===== src/rtl/attn_inst_sequencer.sv =====
// Sequences fullchip through one Q.K job: Q write, K write, K load, execute,
// ofifo-to-pmem writeback and pmem readout, producing the inst word each cycle.
module attn_inst_sequencer #(
  parameter int col        = 8,
  parameter int gap_cycles = 10,
  parameter int addr_bw    = 4
) (
  input  logic                 clk,
  input  logic                 reset,
  input  logic                 start,
  input  logic [3:0]           n_q,
  input  logic                 abort,
  input  logic                 in_valid,
  output logic                 in_ready,
  output logic [2*addr_bw+8:0] inst,
  output logic                 busy,
  output logic [3:0]           phase,
  output logic                 out_valid,
  output logic                 done,
  output logic                 err
);

  localparam int IW = 2*addr_bw + 9;
  localparam int CW = 8;
  localparam logic [CW-1:0] ONE   = CW'(1);
  localparam logic [CW-1:0] COL_C = CW'(col);
  localparam logic [CW-1:0] GAP_C = CW'(gap_cycles);

  typedef enum logic [3:0] {
    S_IDLE  = 4'd0,
    S_QWR   = 4'd1,
    S_KWR   = 4'd2,
    S_KLOAD = 4'd3,
    S_GAP1  = 4'd4,
    S_EXEC  = 4'd5,
    S_GAP2  = 4'd6,
    S_WB    = 4'd7,
    S_PRD   = 4'd8,
    S_DONE  = 4'd9
  } state_t;

  state_t          state_q, state_d;
  logic [CW-1:0]   cnt_q, cnt_d;
  logic [3:0]      nq_q, nq_d;
  logic [CW-1:0]   nq_w;
  logic [IW-1:0]   inst_q;
  logic            busy_q, done_q, err_q, err_d, ov_q, ov_d;
  logic [CW-1:0]   last_c;
  state_t          nxt_s;
  logic            adv;
  logic            qwr, kwr;

  assign nq_w = CW'(nq_q);

  // Control bits for a given state/counter; write enables are excluded because
  // they follow in_valid in the same cycle and are merged in combinationally.
  function automatic logic [IW-1:0] decode(input state_t s, input logic [CW-1:0] c);
    logic               ofifo_rd, execute, load, qmem_rd, kmem_rd, pmem_rd, pmem_wr;
    logic [addr_bw-1:0] qk, pa;
    ofifo_rd = 1'b0; execute = 1'b0; load = 1'b0; qmem_rd = 1'b0;
    kmem_rd  = 1'b0; pmem_rd = 1'b0; pmem_wr = 1'b0;
    qk = '0;
    pa = '0;
    case (s)
      S_QWR, S_KWR: qk = addr_bw'(c);
      S_KLOAD: begin
        load = 1'b1;
        if (c >= ONE && c <= COL_C + ONE) begin
          kmem_rd = 1'b1;
          qk      = addr_bw'(c - ONE);
        end
      end
      S_EXEC: begin
        execute = 1'b1;
        qmem_rd = 1'b1;
        qk      = addr_bw'(c);
      end
      S_WB: begin
        ofifo_rd = 1'b1;
        pmem_wr  = 1'b1;
        pa       = addr_bw'(c);
      end
      S_PRD: begin
        pmem_rd = 1'b1;
        pa      = addr_bw'(c);
      end
      default: ;
    endcase
    return {ofifo_rd, qk, pa, execute, load, qmem_rd, 1'b0, kmem_rd, 1'b0, pmem_rd, pmem_wr};
  endfunction

  // Next-state: each state runs its counter up to last_c, then moves to nxt_s.
  always_comb begin
    state_d = state_q;
    cnt_d   = cnt_q;
    nq_d    = nq_q;
    err_d   = 1'b0;
    last_c  = '0;
    nxt_s   = S_IDLE;
    adv     = 1'b1;
    case (state_q)
      S_IDLE:  adv = 1'b0;
      S_QWR:   begin last_c = nq_w - ONE;   nxt_s = S_KWR;   adv = in_valid; end
      S_KWR:   begin last_c = COL_C - ONE;  nxt_s = S_KLOAD; adv = in_valid; end
      S_KLOAD: begin last_c = COL_C + CW'(2); nxt_s = S_GAP1; end
      S_GAP1:  begin last_c = GAP_C - ONE;  nxt_s = S_EXEC;  end
      S_EXEC:  begin last_c = nq_w;         nxt_s = S_GAP2;  end
      S_GAP2:  begin last_c = GAP_C - ONE;  nxt_s = S_WB;    end
      S_WB:    begin last_c = nq_w - ONE;   nxt_s = S_PRD;   end
      S_PRD:   begin last_c = nq_w;         nxt_s = S_DONE;  end
      S_DONE:  begin last_c = '0;           nxt_s = S_IDLE;  end
      default: begin adv = 1'b0; state_d = S_IDLE; end
    endcase

    if (state_q == S_IDLE) begin
      if (start && !abort) begin
        if (n_q != 4'd0) begin
          state_d = S_QWR;
          nq_d    = n_q;
          cnt_d   = '0;
        end else begin
          err_d = 1'b1;
        end
      end
    end else if (adv) begin
      if (cnt_q == last_c) begin
        state_d = nxt_s;
        cnt_d   = '0;
      end else begin
        cnt_d = cnt_q + ONE;
      end
    end

    if (abort && state_q != S_IDLE) begin
      state_d = S_IDLE;
      cnt_d   = '0;
    end
  end

  assign ov_d = (state_q == S_PRD) && (cnt_q < nq_w) && !abort;

  always_ff @(posedge clk) begin
    if (!reset) begin
      state_q <= S_IDLE;
      cnt_q   <= '0;
      nq_q    <= '0;
      inst_q  <= '0;
      busy_q  <= 1'b0;
      done_q  <= 1'b0;
      err_q   <= 1'b0;
      ov_q    <= 1'b0;
    end else begin
      state_q <= state_d;
      cnt_q   <= cnt_d;
      nq_q    <= nq_d;
      inst_q  <= decode(state_d, cnt_d);
      busy_q  <= (state_d != S_IDLE);
      done_q  <= (state_d == S_DONE);
      err_q   <= err_d;
      ov_q    <= ov_d;
    end
  end

  assign qwr       = in_valid && (state_q == S_QWR);
  assign kwr       = in_valid && (state_q == S_KWR);
  assign in_ready  = qwr || kwr;
  assign inst      = inst_q | {{(IW-5){1'b0}}, qwr, 1'b0, kwr, 2'b00};
  assign busy      = busy_q;
  assign phase     = state_q;
  assign out_valid = ov_q;
  assign done      = done_q;
  assign err       = err_q;

endmodule

===== config.mk =====
export PLATFORM = sky130hd
export DESIGN_NAME = attn_inst_sequencer
export DESIGN_NICKNAME = d
export VERILOG_FILES = /design/src/rtl/attn_inst_sequencer.sv
export SDC_FILE = /design/constraint.sdc
export NUM_CORES = 1
export LEC_CHECK = 0
export CAP_MARGIN = 30
export CORE_UTILIZATION = 58
export CTS_CLUSTER_DIAMETER = 100
export DETAILED_ROUTE_END_ITERATION = 10
export GPL_TIMING_DRIVEN = 0
export PLACE_DENSITY_LB_ADDON = 0.1
export SETUP_SLACK_MARGIN = 0.05
export SYNTH_ARGS = -nofsm -noshare
export SYNTH_HDL_FRONTEND = slang
export SYNTH_SLANG_ARGS = --single-unit

===== constraint.sdc =====
create_clock -name clk -period 10 [get_ports clk]
set_input_delay 2 -clock clk [delete_from_list [all_inputs] [get_ports clk]]
set_output_delay 2 -clock clk [all_outputs]
set_load 0.02 [all_outputs]

# Word level (Yosys, flattened, before mapping)
# Index checks and enable logic that the tools add are counted.
word_totals:
  input_bits: 9
  word_cells: 84
  out_inout_bits: 26
  reg_bits: 37
op_classes:
  bitwise: 1
  n_addsub: 3
  n_reduce_logical: 25
  n_eq_ne: 17
  muxes: 24
  order_cmp: 3
op_table:
  columns: ["operator", "count"]
  rows:
  - ["2-to-1 mux 8 bit", 6]
  - ["case mux 8 bit (5 select lines)", 1]
  - ["2-to-1 mux 4 bit", 8]
  - ["case mux 4 bit (8 select lines)", 1]
  - ["== test 4 x 3 -> 1 bit (second input constant)", 6]
  - ["bitwise OR 17 x 5 -> 17 bit", 1]
  - ["== test 4 x 2 -> 1 bit (second input constant)", 4]
  - ["== test 4 bit (second input constant)", 4]
  - ["nonzero test 4 bit", 3]
  - ["OR reduction 10 bit", 1]
  - ["OR reduction 2 bit", 5]
  - ["adder 8 x 1 -> 8 bit (second input constant)", 1]
  - ["== test 4 x 1 -> 1 bit (second input constant)", 2]
  - ["== test 8 bit", 1]
  - ["greater-or-equal comparator 8 x 1 -> 1 bit (second input constant)", 1]
  - ["less-or-equal comparator 8 x 4 -> 1 bit (second input constant)", 1]
  - ["< comparator 8 x 4 -> 1 bit", 1]
  - ["case mux 4 bit (2 select lines)", 1]
  - ["logical AND 1 bit", 7]
  - ["OR reduction 7 bit", 1]
  - ["2-to-1 mux 1 bit", 6]
  - ["AND reduction 3 bit", 2]
  - ["subtractor 4 x 1 -> 5 bit (second input constant)", 1]
  - ["logical NOT 4 bit", 1]
  - ["6 further kinds", 7]

# Longest topological paths before layout
# Gate-level depths: netlist (run 1).
depth:
  word_depth: 12
  ltp_mapped: 20
  ltp_nobuf: 19

# Worst setup path after synthesis (run 1)
# Ideal clock, no wire load.
synth_timing:
  kind: "input -> register"
  start: "in n_q[0]"
  end: "reg inst_q[15]"
  t_arrival_ns: 4.586
  setup_time_ns: 0.058
  required_time_ns: 9.942
  n_path_buf: 0
  path_slack_ns: 5.356
  path_stages: 15
  path_cell_list: "or4_1 > a21oi_2 > a21oi_1 > nand2b_1 > o41a_1 > inv_1 > ha_1 > nor2_1 > a311oi_1 > o211ai_1 > a32o_1 > or4_4 > inv_2 > o21ai_1 > nand2_1"
synth_via:
  elab_chain_cells: 9
  elab_cells_between_ends: 20
  classes_between: "add/sub: 1; order compare: 2; eq/ne: 4; mux: 10; reduce/logical: 3"
synth_rtl:
  columns: ["item", "line", "source"]
  rows:
  - ["from (decl)", "11", "input logic [3:0] n_q,"]
  - ["nonzero test 4 bit *", "117", "if (n_q != 4'd0) begin"]
  - ["2-to-1 mux 8 bit *", "117", null]
  - ["2-to-1 mux 8 bit *", "116", "if (start && !abort) begin"]
  - ["2-to-1 mux 8 bit *", "115", "if (state_q == S_IDLE) begin"]
  - ["2-to-1 mux 8 bit *", "134", "if (abort && state_q != S_IDLE) begin"]
  - ["net cnt_d[0]", "43", "logic [CW-1:0] cnt_q, cnt_d;"]
  - ["greater-or-equal comparator 8 x 1 -> 1 bit / less-or-equal comparator 8 x 4 -> 1 bit (equally long branches)", "68", "if (c >= ONE && c <= COL_C + ONE) begin"]
  - ["logical AND 1 bit", "68", null]
  - ["2-to-1 mux 4 bit *", "68", null]
  - ["case mux 4 bit (2 select lines) *", "64", "case (s)"]
  - ["to (signal assigned)", "156", "inst_q <= decode(state_d, cnt_d);"]
  - ["to (decl)", "46", "logic [IW-1:0] inst_q;"]
# Mark *: on every way through the listed nets, which the timed path passes. The rest lies on a longest branch.
# A chain may end at the register's enable or synchronous reset.

# Worst setup path in the final report (run 1)
layout_timing:
  start: "in in_valid"
  end: "out inst[4]"
layout_via:
  elab_chain_cells: 2
layout_rtl:
  columns: ["item", "line", "source"]
  rows:
  - ["from (decl)", "13", "input logic in_valid,"]
  - ["logical AND 1 bit", "164", "assign qwr = in_valid && (state_q == S_QWR);"]
  - ["net qwr", "51", "logic qwr, kwr;"]
  - ["bitwise OR 17 x 5 -> 17 bit", "167", "assign inst = inst_q | {{(IW-5){1'b0}}, qwr, 1'b0, kwr, 2'b00};"]
  - ["to (decl)", "15", "output logic [2*addr_bw+8:0] inst,"]
# The timed path passes the listed nets, and every way through them passes these cells.

==> results of run 1 <==
[routing by layer]
layer	global-route usage	wire, um	vias to the layer above
met2	0.535	2880	117
met1	0.414	2580	1083
met4	0.134	140	0
li1	-	-	1122
met3	0.0446	396	15
met5	0	0	-
[metrics by stage]
step | cell area [um^2] | hold WS, ns | cells | setup WS (ns)
3_5_place_dp | 2620 | 0.558 | 370 | 4.58
3_3_place_gp | 2620 | 0.554 | 370 | 4.60
6_report | 2700 | 0.572 | 378 | 4.58
2_1_floorplan | 2220 | 0.508 | 288 | 5.36
5_1_grt | 2700 | 0.596 | 378 | 4.52
4_1_cts | 2700 | 0.570 | 378 | 4.58
[kinds of logic after synthesis]
| logic type | count (synthesis) |
|---|---|
| AO/OA/AOI/OAI | 65 |
| multiplexers | 6 |
| flip-flops | 33 |
| buffers and inverters | 34 |
| AND/OR/NAND/NOR | 140 |
| XOR/XNOR | 3 |
| adder cells (fa/ha/maj) | 7 |
[area by class of cell]
type | count | share of cell area
Multi-Input combinational cell | 221 | 0.512
Sequential cell | 33 | 0.244
Timing Repair Buffer | 34 | 0.126
Buffer | 17 | 0.0403
Clock buffer | 5 | 0.0255
Inverter | 17 | 0.0236
Tap cell | 48 | 0.0222
Clock inverter | 3 | 0.00648
[worst reg2reg max path, stage by stage, from the launching register on]
cell	delay (ns)
dfxtp_1	0.35
inv_1	0.14
ha_1	0.24
nand2_1	0.08
or4_1	0.40
a31o_1	0.24
a22o_1	0.21
buf_6	0.14
nor3_1	0.29
o22ai_1	0.24
inv_1	0.15
ha_1	0.23
nor2_1	0.06
a311oi_1	0.22
o211ai_1	0.13
a32o_1	0.22
or4_4	0.51
inv_2	0.07
o21ai_1	0.05
nand2_1	0.06
[report_power, final]
group | internal (uW) | switching, uW
Clock | 48.0 | 51.9
Combinational | 14.9 | 22.3
Sequential | 133 | 1.53
[layout by cell type (no fill, tap or decap), types with 3 or more instances in the layout]
master	n
o21ai_1	6
buf_4	5
nor2b_1	6
nor2_1	32
o21ai_0	11
a31oi_1	5
or4_1	4
nor3_1	15
clkbuf_8	5
a21o_1	3
inv_1	16
nand4_1	6
buf_6	3
buf_2	3
a21oi_1	10
clkdlybuf4s50_1	34
nand3_1	8
nor4_1	5
nand2_1	23
mux2i_1	6
dfxtp_1	33
and2_1	9
and3_1	5
ha_1	7
nand2b_1	11
o21a_1	3
o211ai_1	4
clkbuf_1	6
[path summary, 6_finish.rpt]
kind	start	to	slack, ns	cells past startpoint
max	in_valid	inst[4]	4.58	5
min	nq_q[1]	nq_q[1]	0.57	2
max reg2reg	nq_q[0]	inst_q[15]	5.91	19
min reg2reg	nq_q[1]	nq_q[1]	0.57	2
[flip-flops by register name, indices dropped and copies added, names as in the netlist]
name       cells
inst_q        13
cnt_q          8
nq_q           4
phase          4
busy           1
done           1
err            1
out_valid      1
==> impl_metrics.toml, run 1 <==
[floorplan]
floorplan.core_area_mm2 = 0.00366
die_boundary_height_um = 63.8
num_io_pins = 35
fp.dieArea_mm2 = 0.00407
floorplan.initialDensity = 0.606
core.rowCount = 22
die_x_um = 63.8

[place]
gp_routability_congestion = 0.913
place.port_buffers = 34
post-dp-hpwl_um = 4550

[run]
max-cap-violations = 0

[pwr]
power.density_mw_per_mm2 = 100
power.total_uw = 271
ir_worst_vdd_uv = 71.0
leakage_uw = 0.00110

[cts]
cts_hold_buffers = 0
cts_tree = "done"
post_cts_resized = 0
insertion_delay_of_the_later_clocked_pin_in_the_worst_skew_pair_ns = 0.29
tritoncts_sink_count = 33
cts_inserted_buffers = 5
cts.root.buffer_cell = "clkbuf_8"
ctsLongestPathBuffers = 2
cts.htree.levels = 2
cts_setup_buffers = 0
clk_pin_slew_ns = 0.07

[layout]
areaGrowthSynthToFinish_pct = 22.0
ff_latch_area_um2 = 661
number_of_filler_instances_in_the_final_layout = 293
diodes = 0
share_of_layout_cells_above_drive_strength_1 = 0.0879
final_core_utilization = 0.739
finish.net_count = 345
multi_input_area_mm2 = 0.00138

[route]
route.vias.total = 2337
avgRoutedWirePerCell_um = 15.9
drt_pre_antenna_iters = 5
remaining_drc_errors = 0
dr.first_iter.drc_count = 211
postRouteAntennaNets = 0
drt-vias-per-instance = 6.18
finalWirelength_um = 6000

[critical_path]
crit_path_start_kind = "primary input"
worst-endpoint-required_ns = 8.00
path_buf_inv = 3
critical-path-top-cell-by-count = "clkdlybuf4s50_1"
crit_path_cell_trace = "clkdlybuf4s50_1, nand2_1, nor2_1, buf_4, clkdlybuf4s50_1"
worst_setup_path_end_kind = "output pin"
critical_path_class = "primary input to output pin"
critical-path-slowest-cell = "clkdlybuf4s50_1"
timing.critical_path.max_delay_family = "buffers and inverters"
cpPeakStageDelay_ns = 0.58
critical_path.max_fanout = 3
crit_arrival_ns = 3.42

[logic_synthesis]
synthMuxAreaShare = 0.0271
synthDistinctLibCells = 61
synth.cell_area_mm2 = 0.00222
synth_area_leader_cell = "dfxtp_1"
postSynthCellCount = 288
synth_edf_count = 0
ys_top_cells_by_area = "dfxtp_1 (30%), nor2_1 (5.4%), ha_1 (4.0%), nand2_1 (3.9%), nor3_1 (3.4%)"
complex_gate_fraction_of_the_synthesized_area = 0.200
synth-adder-area-share = 0.0395
synth_top_area_frac = 0.298
ys_seq_elements = 33
netlist_top_cells_count = "dfxtp_1 (33), nor2_1 (32), nand2_1 (23), inv_1 (16), nor3_1 (15)"
synthSimpleGateAreaFrac = 0.342
synth_seq_area_share = 0.298
count_leader_synth = "dfxtp_1"
avgSynthCellArea_um2 = 7.70
synth_top_family_by_area = "simple AND/OR/NAND/NOR gates"
synth_warnings = 0
yosys_most_used_dff = "dfxtp_1"
ys_async_sr_fraction = 0
fraction_of_synthesized_cell_area_in_xor_and_xnor_cells = 0.0152
synth_fp_nets = 304

[global_route]
grt_use_total = 0.321
antenna_found_initial = 0
grt_remaining_overflow = 0
first_global_vias = 2146
maximum_number_of_pins_on_one_net_before_global_route_repair = 12
grt_pass1_wl_um = 10200

[sta]
tns_ns = 0
max_slew_margin = 0.589
tightestPinTransition_ns = 0.611
grt_setup_unrepaired = "false"
fmax_mhz = 184
min_period_ns = 5.42
setup-violations-final = 0
hold_viol = 0
final-max-slew-violation-count = 0
final_worst_path_cycle_share = 0.542
finalClockSkew_ns = 0.00905

[worst_hold_path]
min_path_type = "flop to flop"

[status]
outcome = "finished, final reports clean"
Note: power is estimated with default switching activity, not from simulation.
==> run 2, diff against run 1 <==
- CORE_UTILIZATION: 58 -> 49
- clock period: 10 -> 4.5 ns (I/O delays scaled with it)
==> run 2 against run 1 <==
Largest cell class unchanged; setup slack worse by 4.2 ns; critical endpoint is now inst_q[15]; via count fell by 4.4%; largest power group unchanged; utilization fell by 12 points; cell area grew 0.19%; combinational power up 120%; clock-buffer cell count did not move; critical path type is now flop to flop; critical path depth grew 14; non-clock buffer count unchanged.
==> impl_metrics.toml, run 2 (synthesized netlist as in run 1, its figures left out) <==
[layout]
mostFrequentLayoutCells = "clkdlybuf4s50_1 (34), dfxtp_1 (33), nor2_1 (32)"
layout.cell_area.non_filler_mm2 = 0.00271
number_of_filler_instances_in_the_final_layout = 393
largest_register_ff_count = 13
biggestRegsByFlops = "inst_q: 13 flops, cnt_q: 8 flops"
most_flops_register = "inst_q"
finish.net_count = 345
diodes = 0
share_of_layout_cells_above_drive_strength_1 = 0.0879
most_common_cell_after_layout_fill_and_taps_aside = "clkdlybuf4s50_1"
areaGrowthSynthToFinish_pct = 22.2
layoutNonFillerInstCount = 382

[critical_path]
cpPeakStageDelay_ns = 0.52
timing.critical_path.max_delay_family = "simple AND/OR/NAND/NOR gates"
worst-endpoint-required_ns = 4.74
critical_path_class = "flop to flop"
path_buf_inv = 4
critical_path.max_fanout = 10
crit_path_start_kind = "flop"
crit_path_cell_trace = "inv_1, ha_1, nand2_1, or4_1, a31o_1, a22o_1, buf_6, nor3_1, o22ai_1, inv_1, ha_1, nor2_1, a311oi_1, o211ai_1, a32o_1, or4_4, inv_2, o21ai_1, nand2_1"
crit_arrival_ns = 4.40
critical-path-slowest-cell = "or4_4"
worst_setup_path_end_kind = "flop"

[place]
place.port_buffers = 34
post-dp-hpwl_um = 4360
gp_routability_congestion = 0.882
instance_area_after_placement_mm2 = 0.00262
place.detailed.instances = 374

[route]
dr.first_iter.drc_count = 198
finalWirelength_um = 5870
avgRoutedWirePerCell_um = 15.4
remaining_drc_errors = 0
drt-vias-per-instance = 5.85
drt_pre_antenna_iters = 5
route.vias.total = 2234
postRouteAntennaNets = 0

[sta]
tightestPinTransition_ns = 0.782
min_period_ns = 4.16
max_slew_margin = 0.473
fmax_mhz = 240
grt_setup_unrepaired = "false"
final-max-slew-violation-count = 0
hold_viol = 0
finalClockSkew_ns = 0.00708
final_worst_path_cycle_share = 0.925
tns_ns = 0
setup-violations-final = 0

[pwr]
leakage_uw = 0.00110
power.density_mw_per_mm2 = 221
power.total_uw = 600
ir_worst_vdd_uv = 198

[global_route]
grt_use_total = 0.269
antenna_found_initial = 0
first_global_vias = 2250
grt_remaining_overflow = 0
maximum_number_of_pins_on_one_net_before_global_route_repair = 12
grt_pass1_wl_um = 10400

[cts]
clk_pin_slew_ns = 0.07
cts_hold_buffers = 0
cts_tree = "done"
cts_setup_buffers = 0
cts.root.buffer_cell = "clkbuf_8"
cts.htree.levels = 2
ctsLongestPathBuffers = 2
cts_inserted_buffers = 5
post_cts_resized = 0
insertion_delay_of_the_later_clocked_pin_in_the_worst_skew_pair_ns = 0.29
tritoncts_sink_count = 33

[floorplan]
floorplan.initialDensity = 0.509
num_io_pins = 35
floorplan.core_area_mm2 = 0.00435
fp.dieArea_mm2 = 0.00480
core.rowCount = 24
die_x_um = 69.3
die_boundary_height_um = 69.3

[worst_hold_path]
min_path_type = "flop to flop"

[run]
max-cap-violations = 0

[status]
outcome = "finished, final reports clean"
-- run 2: cell counts in the layout (fill, tap and decap cells not counted) --
No cell type changed its count.
-- run 2: final cells by class --
| class | instances | area [um^2] | share of cell area |
|---|---|---|---|
| buffer | 17 | 109 | 0.0402 |
| clock buffer | 5 | 68.8 | 0.0254 |
| clock inverter | 3 | 17.5 | 0.00647 |
| inverter | 17 | 63.8 | 0.0236 |
| multi-input combinational | 221 | 1380 | 0.511 |
| sequential | 33 | 661 | 0.244 |
| tap | 52 | 65.1 | 0.0240 |
| timing repair buffer | 34 | 340 | 0.126 |
-- run 2: layer usage --
layer / vias to the layer above / global-route usage / wire length (um)
li1: 1121 / - / -
met1: 1012 / 0.338 / 2730
met2: 85 / 0.420 / 2630
met3: 16 / 0.0610 / 353
met4: 0 / 0.156 / 165
met5: - / 0 / 0
-- run 2: power by group --
part | total, uW | internal (uW) | switching (uW)
Sequential | 298 | 295 | 3.34
Clock | 220 | 107 | 113
Combinational | 81.7 | 33.2 | 48.5
Total | 600 | 435 | 165
-- run 2: stage by stage --
stage / util / hold WS [ns] / worst slack [ns]
global placement: 0.602 / 0.557 / 0.238
global route: 0.622 / 0.606 / 0.0550
finish: 0.622 / 0.575 / 0.338
floorplan: - / 0.508 / 0.840
CTS: 0.622 / 0.577 / 0.391
detailed placement: 0.602 / 0.565 / 0.184
-- run 2: path summary, 6_finish.rpt --
path              cells past startpoint    start         end  slack, ns
setup / recovery                     19  nq_q[0]  inst_q[15]       0.34
hold reg to reg                       2  nq_q[1]     nq_q[1]       0.58
hold / removal                        2  nq_q[1]     nq_q[1]       0.58
setup reg to reg                     19  nq_q[0]  inst_q[15]       0.34
-- run 2: tightest hold or removal path, cell delays in order, from the launching register on --
cell	delay [ns]
dfxtp_1	0.34
mux2i_1	0.14
nor2_1	0.05
==> run 3, diff against run 2 <==
- ABC_AREA: not set -> 1
- CORE_UTILIZATION: 49 -> 48
- PLACE_DENSITY: not set -> 0.76
- PLACE_DENSITY_LB_ADDON: 0.1 -> not set
==> run 3 against run 2 <==
Clock skew decreased by 0.0034 ns; hold slack got worse by 0.020 ns; combinational power rose to 6.8 times the previous value; sequential cell count unchanged; critical path depth is 14 lower; sequential share of layout area grew 0.35 points; largest power group is now combinational logic.
==> impl_metrics.toml, run 3 <==
[route]
drt-vias-per-instance = 5.11
postRouteAntennaNets = 0
remaining_drc_errors = 0
avgRoutedWirePerCell_um = 11.7
dr.first_iter.drc_count = 108
finalWirelength_um = 4700
drt_pre_antenna_iters = 4
route.vias.total = 2054

[pwr]
power_share_of_the_sequential_group = 0.284
leakage_uw = 0.00123
power.switching_fraction = 0.401
total_net_switching_power_uw = 496
cell_internal_pwr_uw = 741
comb_power_share = 0.449
power.density_mw_per_mm2 = 463
clock_power_share = 0.267
ir_worst_vdd_uv = 282

[cts]
cts_inserted_buffers = 5
ctsLongestPathBuffers = 2
insertion_delay_of_the_later_clocked_pin_in_the_worst_skew_pair_ns = 0.29
cts_hold_buffers = 0
clk_pin_slew_ns = 0.07
cts_setup_buffers = 0
post_cts_resized = 0
cts_tree = "done"
cts.htree.levels = 2
cts.root.buffer_cell = "clkbuf_8"
tritoncts_sink_count = 33

[sta]
finalClockSkew_ns = 0.00368
tns_ns = 0
final_worst_path_cycle_share = 0.697
setup-violations-final = 0
final-max-slew-violation-count = 0
max_slew_margin = 0.682
grt_setup_unrepaired = "false"
min_period_ns = 3.14
fmax_mhz = 319
hold_viol = 0
final.setup.worst_slack_ns = 1.36
tightestPinTransition_ns = 0.476

[logic_synthesis]
synth_fp_nets = 326
ys_async_sr_fraction = 0
count_leader_synth = "nand2_1"
avgSynthCellArea_um2 = 6.88
synth_warnings = 0
synth.cell_area_mm2 = 0.00213
yosys_most_used_dff = "dfxtp_1"
netlist_top_cells_count = "nand2_1 (81), inv_1 (39), dfxtp_1 (33), nor2_1 (32), nand3_1 (18)"
synth_edf_count = 0
postSynthCellCount = 310
synthDistinctLibCells = 34
synth_top_area_frac = 0.310
synth_seq_area_share = 0.310
ys_top_cells_by_area = "dfxtp_1 (31%), nand2_1 (14%), inv_1 (6.9%), nor2_1 (5.6%), nand3_1 (4.2%)"
ys_seq_elements = 33
synth_area_leader_cell = "dfxtp_1"

[status]
outcome = "finished, final reports clean"

[global_route]
antenna_found_initial = 0
grt_use_total = 0.232
first_global_vias = 1815
grt_remaining_overflow = 0
grt_pass1_wl_um = 8020
maximum_number_of_pins_on_one_net_before_global_route_repair = 12

[floorplan]
fp.dieArea_mm2 = 0.00471
die_boundary_height_um = 68.7
floorplan.initialDensity = 0.515
core.rowCount = 23
num_io_pins = 35
die_x_um = 68.7
floorplan.core_area_mm2 = 0.00414

[place]
gp_routability_congestion = 0.876
detailedPlace.worstSlack_ns = 1.21
place.port_buffers = 34
post-dp-hpwl_um = 3660

[layout]
areaGrowthSynthToFinish_pct = 25.2
most_common_cell_after_layout_fill_and_taps_aside = "nand2_1"
finish.net_count = 367
number_of_filler_instances_in_the_final_layout = 386
largest_register_ff_count = 13
diodes = 0
share_of_layout_cells_above_drive_strength_1 = 0.156
ff_latch_area_um2 = 661
most_flops_register = "inst_q"
mostFrequentLayoutCells = "nand2_1 (81), inv_1 (39), clkdlybuf4s50_1 (34)"
biggestRegsByFlops = "inst_q: 13 flops, cnt_q: 8 flops"
multi_input_area_mm2 = 0.00125

[critical_path]
worst_setup_path_end_kind = "output pin"
critical_path.max_fanout = 2
crit_path_start_kind = "primary input"
crit_arrival_ns = 2.24
critical_path_class = "primary input to output pin"
worst-endpoint-required_ns = 3.60

[worst_hold_path]
min_path_type = "flop to flop"

[run]
max-cap-violations = 0
## run 3: cell count changes after synthesis, sizes merged, moves of 6 or more
cell    previous run  this run
inv               17        44
nand2b            12         0
nand3              9        26
nor3              15         2
nor2b              6         0
nand2             23        95
or4                6         0
and2               9         1
mux2i              6         0
nor2              32        43
## run 3: area by class of cell
type	count	area share
clock inverter	3	0.0244
timing repair buffer	34	0.127
clock buffer	5	0.0258
sequential	33	0.247
tap	50	0.0234
multi-input combinational	225	0.467
inverter	44	0.0619
buffer	8	0.0230
## run 3: kinds of logic after synthesis
kind of cell               count (synthesis)  share of synthesized area
xor gates and xnor gates                   6                     0.0246
DFF                                       33                      0.310
AOI/OAI and AO/OA                         32                     0.0868
and+or+nand+nor                          180                      0.432
buffers and inverters                     52                      0.106
adders and majority gates                  7                     0.0411
## run 3: path summary, 6_finish.rpt
path,startpoint,cells after the start,slack [ns],to
worst min register to register,nq_q[3],2,0.55,nq_q[3]
worst max register to register,nq_q[0],17,1.66,inst_q[3]
worst max-delay path,in_valid,5,1.36,inst[2]
worst min-delay path,nq_q[3],2,0.55,nq_q[3]
## run 3: routing by layer
metal  up-vias  wire [um]  GRT usage
met5         -          0          0
li1       1067          -          -
met4         0         69     0.0885
met2        46       2150      0.360
met1       934       2280      0.314
met3         7        201     0.0444
## run 3: critical path, cell delays in order
cell and delay (ns):
clkdlybuf4s50_1 0.49, inv_1 0.06, nor2_1 0.10, buf_4 0.11, clkdlybuf4s50_1 0.58
## run 3: power groups by stage
stage	Clock (uW)	Sequential, uW	Combinational (uW)
final	330	352	555
after global routing	349	355	620
after CTS	334	351	551
after detailed placement	0	358	546
after global placement	0	358	539
after floorplan	0	367	410
## run 3: stage by stage
step           hold slack [ns]  area, um^2   util  std cells  power [uW]
3_5_place_dp             0.529        2540  0.612        394         905
4_1_cts                  0.544        2670  0.644        402        1240
6_report                 0.555        2670  0.644        402        1240
5_1_grt                  0.582        2670  0.644        402        1320
3_3_place_gp             0.530        2540  0.612        394         896
2_1_floorplan            0.492        2130      -        310         778
